==> config.mk <==
export PLATFORM = sky130hd
export DESIGN_NAME = uart_tx
export DESIGN_NICKNAME = d
export VERILOG_FILES = /design/src/rtl/uart_pkg.sv /design/src/rtl/uart_tx.sv
export SDC_FILE = /design/constraint.sdc
export NUM_CORES = 1
export LEC_CHECK = 0
export CAP_MARGIN = 20
export CORE_AREA = 2 2 78 61
export CTS_CLUSTER_DIAMETER = 80
export DETAILED_ROUTE_END_ITERATION = 8
export DIE_AREA = 0 0 80 63
export PLACE_DENSITY = 0.82
export SLEW_MARGIN = 15
export SYNTH_ARGS = -nofsm -noshare
export SYNTH_HDL_FRONTEND = slang
export SYNTH_SLANG_ARGS = --single-unit
==> constraint.sdc <==
create_clock -name CLK_Baudin -period 3.6 [get_ports CLK_Baudin]
set_clock_uncertainty 0.2 [all_clocks]
set_input_delay 0.72 -clock CLK_Baudin [delete_from_list [all_inputs] [get_ports CLK_Baudin]]
set_output_delay 0.72 -clock CLK_Baudin [all_outputs]
set_load 0.03 [all_outputs]
==> src/rtl/uart_pkg.sv <==
// rtl/uart_pkg.sv - shared constants for the UART transmit path
package uart_pkg;

  localparam int UART_DATA_WIDTH = 32;
  localparam int UART_CNT_W      = $clog2(UART_DATA_WIDTH);

  localparam logic IDLE_LVL  = 1'b1;
  localparam logic START_LVL = 1'b0;

  localparam logic [2:0] S_IDLE   = 3'd0;
  localparam logic [2:0] S_START  = 3'd1;
  localparam logic [2:0] S_DATA   = 3'd2;
  localparam logic [2:0] S_PARITY = 3'd3;
  localparam logic [2:0] S_STOP   = 3'd4;

endpackage

==> src/rtl/uart_tx.sv <==
// rtl/uart_tx.sv - UART frame serializer: start, data LSB-first, parity, stop; one bit per baud clock
module uart_tx
  import uart_pkg::*;
#(
  parameter int DATA_WIDTH = UART_DATA_WIDTH
) (
  input  logic                  CLK_Baudin,
  input  logic                  RstTx,
  input  logic                  NewData,
  input  logic                  Flag_in,
  input  logic [DATA_WIDTH-1:0] DataIn,
  output logic                  TransmittedSerialData,
  output logic                  DoneTx
);

  localparam int CNT_W = (DATA_WIDTH > 1) ? $clog2(DATA_WIDTH) : 1;
  localparam logic [CNT_W-1:0] LAST_BIT = CNT_W'(DATA_WIDTH - 1);

  logic [2:0]            state_q, state_d;
  logic [CNT_W-1:0]      cnt_q, cnt_d;
  logic [DATA_WIDTH-1:0] shift_q, shift_d;
  logic                  par_q, par_d;
  logic                  line_q, line_d;
  logic                  done_q, done_d;

  // line_d is the level the line takes for the state being entered, so every output is a flop
  always_comb begin
    state_d = state_q;
    cnt_d   = cnt_q;
    shift_d = shift_q;
    par_d   = par_q;
    line_d  = line_q;
    done_d  = 1'b0;
    case (state_q)
      S_IDLE: begin
        line_d = IDLE_LVL;
        if (NewData) begin
          shift_d = DataIn;
          par_d   = (^DataIn) ^ Flag_in;
          line_d  = START_LVL;
          state_d = S_START;
        end
      end
      S_START: begin
        line_d  = shift_q[0];
        shift_d = shift_q >> 1;
        cnt_d   = '0;
        state_d = S_DATA;
      end
      S_DATA: begin
        if (cnt_q == LAST_BIT) begin
          line_d  = par_q;
          state_d = S_PARITY;
        end else begin
          line_d  = shift_q[0];
          shift_d = shift_q >> 1;
          cnt_d   = cnt_q + 1'b1;
        end
      end
      S_PARITY: begin
        line_d  = IDLE_LVL;
        done_d  = 1'b1;
        state_d = S_STOP;
      end
      S_STOP: begin
        line_d  = IDLE_LVL;
        state_d = S_IDLE;
      end
      default: begin
        line_d  = IDLE_LVL;
        state_d = S_IDLE;
      end
    endcase
  end

  always_ff @(posedge CLK_Baudin) begin
    if (RstTx) begin
      state_q <= S_IDLE;
      cnt_q   <= '0;
      shift_q <= '0;
      par_q   <= 1'b0;
      line_q  <= IDLE_LVL;
      done_q  <= 1'b0;
    end else begin
      state_q <= state_d;
      cnt_q   <= cnt_d;
      shift_q <= shift_d;
      par_q   <= par_d;
      line_q  <= line_d;
      done_q  <= done_d;
    end
  end

  assign TransmittedSerialData = line_q;
  assign DoneTx                = done_q;

endmodule

==> impl_metrics.py, run 1 <==
metrics = {
    "sta": {
        "finalCritPeriodShare_pct": 67.1,
        "holdWs_ns": 0.275,
        "timing.slew.headroom_pct": 62.5,
        "fmax_ghz": 0.414,
        "finalSetupViolCount": 0,
        "slew_violations": 0,
        "rsz0062_at_grt": "no",
        "final_hold_viol_count": 0,
        "finalSetupTns_ns": 0,
        "fin_crit_ns": 2.42,
        "worstMarginPinSlew_ns": 0.563,
    },
    "clocking": {
        "cts-resized-gates": 0,
        "cts-htree-levels": 2,
        "clockBufferDepth": 2,
        "cts_tree": "built",
        "post-cts-setup-buffer-count": 0,
        "clkTransAtPathRegs_ns": 0.08,
        "clkLatencyLatePin_ns": 0.29,
        "cts-root-buf": "clkbuf_8",
        "holdBufCountCts": 0,
        "cts_buffers": 5,
        "cts.sinks": 43,
    },
    "setup_path": {
        "required_ns": 3.59,
        "critical_path_peak_fanout": 2,
        "critical_path.cell_chain": "clkdlybuf4s50_1, xor2_1, xnor2_1, xnor2_1, xnor3_1, nand3b_1, o211ai_2",
        "crit_arrival_ns": 2.40,
        "worst-setup-path-type": "in2reg",
        "cpMaxStageDelayCell": "clkdlybuf4s50_1",
        "cp-start-kind": "input pin",
        "cpMostUsedCell": "xnor2_1",
        "max_stage_delay_ns": 0.49,
        "endpoint_kind": "flop",
    },
    "yosys": {
        "ys_seq_elements": 43,
        "ys_warn_count": 0,
        "synth_nets": 265,
        "synth_area_sq_um": 2350,
        "synth_area_leaders": "dfxtp_1 (37%), a211oi_2 (15%), mux2i_1 (14%)",
        "yosys.area.top_type": "dfxtp_1",
        "yosysSeqAreaShare_pct": 36.6,
        "syn_avg_cell_area_sq_um": 10.4,
        "synthCells": 227,
        "synth_top_area_share_pct": 36.6,
        "synthDistinctLibCells": 34,
    },
    "job": {
        "maxCapViolCount": 0,
    },
    "power": {
        "p_leak_nw": 1.16,
        "powerDensity_nw_per_um2": 447,
        "ir_drop_v": 0.000321,
    },
    "detailed_routing": {
        "vias": 1640,
        "dr_wl_met2_um": 1780,
        "routed_wl_um": 4050,
        "top_layer": "met4",
        "drt_first_pass_iters": 4,
        "antenna_left": 0,
        "wire_per_inst_um": 12.8,
        "met3_length_um": 255,
        "wl_met1_um": 1990,
        "drt_iter0_markers": 65,
        "avgViaCountPerCell": 5.19,
        "drc_errors": 0,
    },
    "place": {
        "hpwl_um": 2880,
        "place_area_sq_um": 2730,
        "port_buffers": 37,
        "gp_congestion": 0.733,
    },
    "finish": {
        "antenna_cells": 0,
        "area_delta_synth_final_pct": 20.0,
        "final_layout_size_suffix_gt1_share_pct": 16.6,
        "final_nets": 297,
        "fin_area_sq_um": 2820,
    },
    "min_path": {
        "hold_path_class": "reg2reg",
    },
    "grt": {
        "overflow": 0,
        "grt_pass1_wl_um": 6840,
        "grt_pass1_vias": 1528,
        "antenna_found_initial": 0,
        "grt_max_degree": 65,
        "grt_usage_pct": 17.3,
    },
    "floorplan": {
        "ios": 38,
        "start_util_pct": 54.5,
        "dieArea_sq_um": 5040,
        "die_h_um": 63,
        "fp.dieW_um": 80,
        "rows": 21,
        "core_area_sq_um": 4310,
    },
    "run_status": {
        "run_status": "complete, no violations",
    },
}
[kinds of logic after synthesis]
family / count (synthesis) / synth area share, %
buffers and inverters: 16 / 4.53
multiplexers: 32 / 13.6
XOR/XNOR: 32 / 12.8
flip-flops: 43 / 36.6
adder cells (fa/ha/maj): 2 / 1.06
AND/OR/NAND/NOR: 60 / 11.8
AO/OA/AOI/OAI: 42 / 19.5
[synth_stat cells]
cell type	n
o21bai_1	1
a21oi_2	1
and3_1	1
o211ai_2	1
buf_1	2
mux2i_1	32
o21ai_0	1
a21oi_4	1
or2_1	1
nand2_1	3
a21oi_1	4
inv_1	1
xnor2_2	1
xnor3_1	1
buf_4	6
nand3_1	5
nor2_1	37
or4b_1	1
nor3b_1	2
dfxtp_1	43
buf_6	3
xnor2_1	24
nand2b_1	6
nand4_1	1
xor2_1	6
a32oi_1	1
nand3b_1	2
clkbuf_1	3
buf_2	1
ha_1	2
a21o_1	1
a211oi_2	28
nor3_1	1
a211oi_1	3
[per-layer routing]
layer	up-vias	track usage (%)
met4	0	4.45
met2	32	27.3
met5	-	0
li1	862	-
met3	2	6.36
met1	744	22.2
[worst paths after layout]
path | startpoint | to | slack [ns] | depth (start not counted)
min reg2reg | shift_q[31] | shift_q[31] | 0.28 | 2
min | shift_q[31] | shift_q[31] | 0.28 | 2
max reg2reg | cnt_q[0] | shift_q[25] | 1.29 | 8
max | DataIn[14] | par_q | 1.18 | 7
[where the power goes]
| part | switching, mW | total (mW) | internal (mW) |
|---|---|---|---|
| logic | 0.191 | 0.393 | 0.202 |
| registers | 0.0291 | 0.562 | 0.532 |
| clock network | 0.154 | 0.305 | 0.150 |
[placed cells by master (no fill, tap or decap), drive strengths merged, types with 2 or more instances in the layout]
cell type | Yosys | layout
clkdlybuf4s50 | 0 | 36
nand3b | 2 | 2
a21oi | 6 | 6
buf | 12 | 4
a211oi | 31 | 31
xor2 | 6 | 6
nand3 | 5 | 5
clkbuf | 3 | 6
dfxtp | 43 | 43
nand2b | 6 | 6
xnor2 | 25 | 25
nand2 | 3 | 3
ha | 2 | 2
nor3b | 2 | 2
mux2i | 32 | 32
nor2 | 37 | 37
[critical path, delay by kind of cell]
kind	cells	cell delay, ns
AND/OR/NAND/NOR	1	0.13
AO/OA/AOI/OAI	1	0.09
XOR/XNOR	4	0.98
buffers and inverters	1	0.49
[layout make-up]
| class | instances | area, sq um |
|---|---|---|
| Inverter | 1 | 3.75 |
| Sequential cell | 43 | 861 |
| Clock buffer | 6 | 82.6 |
| Multi-Input combinational cell | 168 | 1380 |
| Timing Repair Buffer | 40 | 413 |
| Tap cell | 57 | 71.3 |
| Clock inverter | 1 | 5.00 |
| Fill cell | 382 | 1490 |
[registers in the layout, summed over array words and instances, names as in the netlist]
signal,cells
DoneTx,1
TransmittedSerialData,1
par_q,1
state_q,3
cnt_q,5
shift_q,32
[through the flow]
step | instances | power, mW | util (%) | setup slack (ns)
2_1_floorplan | 227 | 0.882 | - | 1.50
3_3_place_gp | 309 | 0.959 | 63.4 | 0.910
3_5_place_dp | 309 | 0.968 | 63.4 | 0.855
4_1_cts | 316 | 1.27 | 65.4 | 1.17
5_1_grt | 316 | 1.33 | 65.4 | 1.10
6_report | 316 | 1.26 | 65.4 | 1.18
Note: power is estimated with default switching activity, not from simulation.
==> run 2: changes to the inputs <==
Settings changed: CORE_AREA 2 2 78 61 to 2 2 80 63, DIE_AREA 0 0 80 63 to 0 0 82 65, PLACE_DENSITY 0.82 to 0.78.
Clock period 3.6 ns to 2.3 ns, I/O delays scaled along.
==> impl_metrics.py, run 2 (synthesis gave the netlist of run 1 again) <==
metrics = {
    "floorplan": {
        "dieArea_sq_um": 5330,
        "fp.dieW_um": 82,
        "start_util_pct": 50.8,
        "core_area_sq_um": 4620,
        "rows": 22,
        "ios": 38,
        "die_h_um": 65,
    },
    "setup_path": {
        "crit_family": "simple AND/OR/NAND/NOR gates",
        "path_buf_inv": 2,
        "critical_path_peak_fanout": 12,
        "critical_path.cell_chain": "ha_1, and3_1, ha_1, or2_4, a21oi_4, buf_4, buf_12, nor2_1, a211oi_1",
        "max_stage_delay_ns": 0.34,
        "endpoint_kind": "flop",
        "cpMostUsedCell": "ha_1",
        "required_ns": 2.31,
        "worst-setup-path-type": "reg2reg",
        "cpMaxStageDelayCell": "dfxtp_2",
        "cp-start-kind": "flop",
        "crit_arrival_ns": 2.23,
    },
    "place": {
        "pre_cts_slack_ns": -0.172,
        "hpwl_um": 3160,
        "gp_congestion": 0.779,
        "port_buffers": 37,
        "dp_cells": 320,
    },
    "detailed_routing": {
        "avgViaCountPerCell": 5.35,
        "drt_iter0_markers": 74,
        "drt_first_pass_iters": 4,
        "vias": 1776,
        "routed_wl_um": 4840,
        "drc_errors": 0,
        "wire_per_inst_um": 14.6,
        "antenna_left": 0,
    },
    "sta": {
        "finalSetupViolCount": 0,
        "slew_violations": 0,
        "rsz0062_at_grt": "no",
        "timing.slew.headroom_pct": 66.9,
        "finalCritPeriodShare_pct": 96.3,
        "final_hold_viol_count": 0,
        "worstMarginPinSlew_ns": 0.497,
        "fin_crit_ns": 2.21,
        "fmax_ghz": 0.452,
        "fin_ws_ns": 0.0852,
    },
    "grt": {
        "antenna_found_initial": 0,
        "grt_pass1_vias": 1645,
        "grt_max_degree": 47,
        "overflow": 0,
        "grt_pass1_wl_um": 7490,
        "grt_usage_pct": 18.5,
    },
    "clocking": {
        "cts-htree-levels": 2,
        "clkTransAtPathRegs_ns": 0.08,
        "clockBufferDepth": 2,
        "cts_tree": "built",
        "cts.sinks": 43,
        "clkLatencyLatePin_ns": 0.30,
        "cts-root-buf": "clkbuf_8",
        "cts_buffers": 5,
    },
    "finish": {
        "final_layout_size_suffix_gt1_share_pct": 21.0,
        "largest_register_ffs": 32,
        "antenna_cells": 0,
        "top_register": "shift_q",
        "reg_top3": "shift_q: 32 flops, cnt_q: 5 flops, state_q: 3 flops",
        "area_delta_synth_final_pct": 26.7,
        "final_cell_mix": "dfxtp_1 (42), nor2_1 (37), clkdlybuf4s50_1 (36)",
        "final_nets": 309,
        "layout_commonest_cell": "dfxtp_1",
        "final_cells": 332,
    },
    "run_status": {
        "run_status": "complete, no violations",
    },
    "min_path": {
        "hold_path_class": "reg2reg",
    },
    "power": {
        "powerDensity_nw_per_um2": 704,
        "seq_power_share_pct": 42.0,
        "switching_share_pct": 29.9,
        "netSwitchingPower_uw": 627,
        "p_leak_nw": 1.25,
        "combinationalPowerShare_pct": 32.9,
        "ir_drop_v": 0.000436,
        "internal_power_mw": 1.47,
        "clockPowerShare_pct": 25.1,
    },
    "job": {
        "maxCapViolCount": 0,
    },
}
run 2: timing repair:
action | in CTS | in global routing
endpoints found under the setup margin | 0 | 32
gates resized for setup | 0 | 5
hold buffers | 0 | 0
buffers inserted | 0 | 2
run 2: cell type report:
cell class                      count  area, sq um
Fill cell                         395         1650
Multi-Input combinational cell    168         1390
Sequential cell                    43          862
Timing Repair Buffer               52          551
Clock buffer                        8          100
Tap cell                           60         75.1
Inverter                            1         3.75
run 2: layer usage:
metal,track usage [%],routed length (um),vias to the layer above,share of wire (%)
li1,-,-,889,-
met1,24.0,2310,848,48
met2,29.8,2280,35,47
met3,5.43,219,4,4.5
met4,5.00,24,0,0.50
met5,0,0,-,0
run 2: power by group through the flow:
stage               logic [mW]  clock network [mW]  registers [mW]
detailed placement       0.642                   0           0.896
global route             0.749               0.578           0.892
CTS                      0.646               0.538           0.880
global placement         0.626                   0           0.894
floorplan                0.491                   0           0.889
finish                   0.689               0.526           0.881
run 2: stage by stage:
| stage | utilization (%) | cell area, sq um | setup TNS [ns] | power (mW) | hold WS (ns) |
|---|---|---|---|---|---|
| after floorplan | - | 2350 | 0 | 1.38 | 0.241 |
| after global placement | 60.4 | 2800 | -0.0990 | 1.52 | 0.258 |
| after detailed placement | 60.4 | 2800 | -0.172 | 1.54 | 0.260 |
| after CTS | 62.6 | 2900 | 0 | 2.06 | 0.273 |
| after global routing | 64.4 | 2980 | 0 | 2.22 | 0.299 |
| final | 64.4 | 2980 | 0 | 2.10 | 0.268 |
run 2: final timing paths:
path                             startpoint           to  slack (ns)  cells past startpoint
worst max-delay path               cnt_q[0]   shift_q[5]        0.09                      9
worst min-delay path            shift_q[31]  shift_q[31]        0.27                      2
worst max register to register     cnt_q[0]   shift_q[5]        0.09                      9
worst min register to register  shift_q[31]  shift_q[31]        0.27                      2
run 2: worst reg2reg max path, delay by kind of cell, from the launching register on:
kind | cells | cell delay, ns
and+or+nand+nor | 3 | 0.50
adders and majority gates | 2 | 0.42
AOI/OAI and AO/OA | 2 | 0.38
DFF | 1 | 0.34
buffers and inverters | 2 | 0.28
==> run 3: changes to the inputs <==
Settings changed: REMOVE_ABC_BUFFERS set to 1.
==> impl_metrics.py, run 3 (synthesis gave the netlist of run 1 again) <==
metrics = {
    "floorplan": {
        "start_util_pct": 50.8,
        "rows": 22,
        "fp.dieW_um": 82,
        "die_h_um": 65,
        "dieArea_sq_um": 5330,
        "core_area_sq_um": 4620,
        "ios": 38,
    },
    "clocking": {
        "clockBufferDepth": 2,
        "clkLatencyLatePin_ns": 0.29,
        "cts-htree-levels": 2,
        "clkTransAtPathRegs_ns": 0.08,
        "cts-root-buf": "clkbuf_8",
        "cts_buffers": 5,
        "cts_tree": "built",
        "cts.sinks": 43,
    },
    "grt": {
        "grt_max_degree": 39,
        "use_met2_pct": 28.7,
        "grt_usage_pct": 17.6,
        "use_met1_pct": 22.8,
        "grt_pass1_vias": 1643,
        "use_met3_pct": 3.90,
        "antenna_found_initial": 0,
        "grt_pass1_wl_um": 7250,
        "overflow": 0,
        "grt-busiest-layer": "met2",
    },
    "place": {
        "hpwl_um": 3120,
        "gp_congestion": 0.754,
        "port_buffers": 37,
    },
    "finish": {
        "final_nets": 311,
        "reg_top3": "shift_q: 32 flops, cnt_q: 5 flops, state_q: 3 flops",
        "antenna_cells": 0,
        "layout_commonest_cell": "dfxtp_1",
        "top_register": "shift_q",
        "final_cell_mix": "dfxtp_1 (42), nor2_1 (37), clkdlybuf4s50_1 (36)",
        "area_delta_synth_final_pct": 29.2,
        "largest_register_ffs": 32,
        "final_layout_size_suffix_gt1_share_pct": 22.3,
        "n_fill_cell": 367,
    },
    "setup_path": {
        "max_stage_delay_ns": 0.34,
        "crit_arrival_ns": 2.24,
        "required_ns": 2.30,
        "endpoint_kind": "flop",
        "critical_path.cell_chain": "ha_1, and3_1, ha_1, or2_4, a21oi_4, buf_4, clkbuf_16, nor2_1, a211oi_2",
        "worst-setup-path-type": "reg2reg",
        "cpMostUsedCell": "ha_1",
        "critical_path_peak_fanout": 9,
        "cpMaxStageDelayCell": "dfxtp_2",
        "cp-start-kind": "flop",
    },
    "detailed_routing": {
        "drc_errors": 0,
        "wire_per_inst_um": 14.3,
        "antenna_left": 0,
        "avgViaCountPerCell": 5.25,
        "routed_wl_um": 4750,
        "drt_iter0_markers": 64,
        "drt_first_pass_iters": 4,
        "vias": 1747,
    },
    "power": {
        "power_mw": 2.16,
        "p_leak_nw": 1.27,
        "powerDensity_nw_per_um2": 712,
        "ir_drop_v": 0.000525,
    },
    "job": {
        "maxCapViolCount": 0,
    },
    "sta": {
        "final_hold_viol_count": 0,
        "fin_crit_ns": 2.24,
        "holdWs_ns": 0.270,
        "slew_violations": 0,
        "finalSetupViolCount": 0,
        "fmax_ghz": 0.446,
        "finalCritPeriodShare_pct": 97.5,
        "timing.slew.headroom_pct": 69.7,
        "worstMarginPinSlew_ns": 0.455,
    },
    "run_status": {
        "run_status": "complete, no violations",
    },
    "min_path": {
        "hold_path_class": "reg2reg",
    },
}
==> run 3: layer usage <==
metal	share of wire (%)	wire, um	vias to the layer above
met4	1.1	50	0
met2	48	2260	22
met5	0	0	-
li1	-	-	892
met3	2.7	130	5
met1	49	2310	828
==> run 3: worst paths after layout <==
kind	to	slack, ns	start	cells after the start
worst max register to register	shift_q[3]	0.06	cnt_q[0]	9
worst min register to register	shift_q[31]	0.27	shift_q[31]	2
worst min-delay path	shift_q[31]	0.27	shift_q[31]	2
worst max-delay path	shift_q[3]	0.06	cnt_q[0]	9
==> run 3: area by class of cell <==
cell class / instances / area, sq um / share of cell area [%]
inverters: 1 / 3.75 / 0.124
flip-flops and latches: 43 / 862 / 28.4
clock buffers: 6 / 72.6 / 2.39
clock inverters: 1 / 30.0 / 0.989
multi-input cells: 168 / 1400 / 46.0
repair buffers: 54 / 596 / 19.6
well taps: 60 / 75.1 / 2.47
==> run 3: stage by stage <==
stage | setup TNS (ns) | util, % | std cells | instance area [sq um] | setup slack [ns]
3_5_place_dp | -0.144 | 60.7 | 318 | 2810 | -0.144
2_1_floorplan | -18.41 | - | 212 | 2250 | -0.579
5_1_grt | -0.0361 | 65.6 | 333 | 3040 | -0.0244
6_report | 0 | 65.6 | 333 | 3040 | 0.0566
3_3_place_gp | -0.114 | 60.7 | 318 | 2810 | -0.114
4_1_cts | 0 | 62.9 | 325 | 2910 | 0.0287
==> run 3: what timing repair did <==
action | in CTS | in global routing
resized for setup | 0 | 4
setup endpoints to repair | 0 | 21
buffers inserted | 0 | 5
hold buffers | 0 | 0
==> run 3: critical path: cells and delay by family, from the launching register on <==
family          cells  cell delay (ns)
simple gates        3             0.50
compound gates      2             0.41
fa+ha+maj           2             0.39
flops               1             0.34
buf+inv             2             0.29
==> run 3: power by group <==
group	internal [mW]	leakage, nW	switching [mW]
clock	0.318	0.0513	0.239
combinational	0.386	0.863	0.337
sequential	0.834	0.356	0.0494
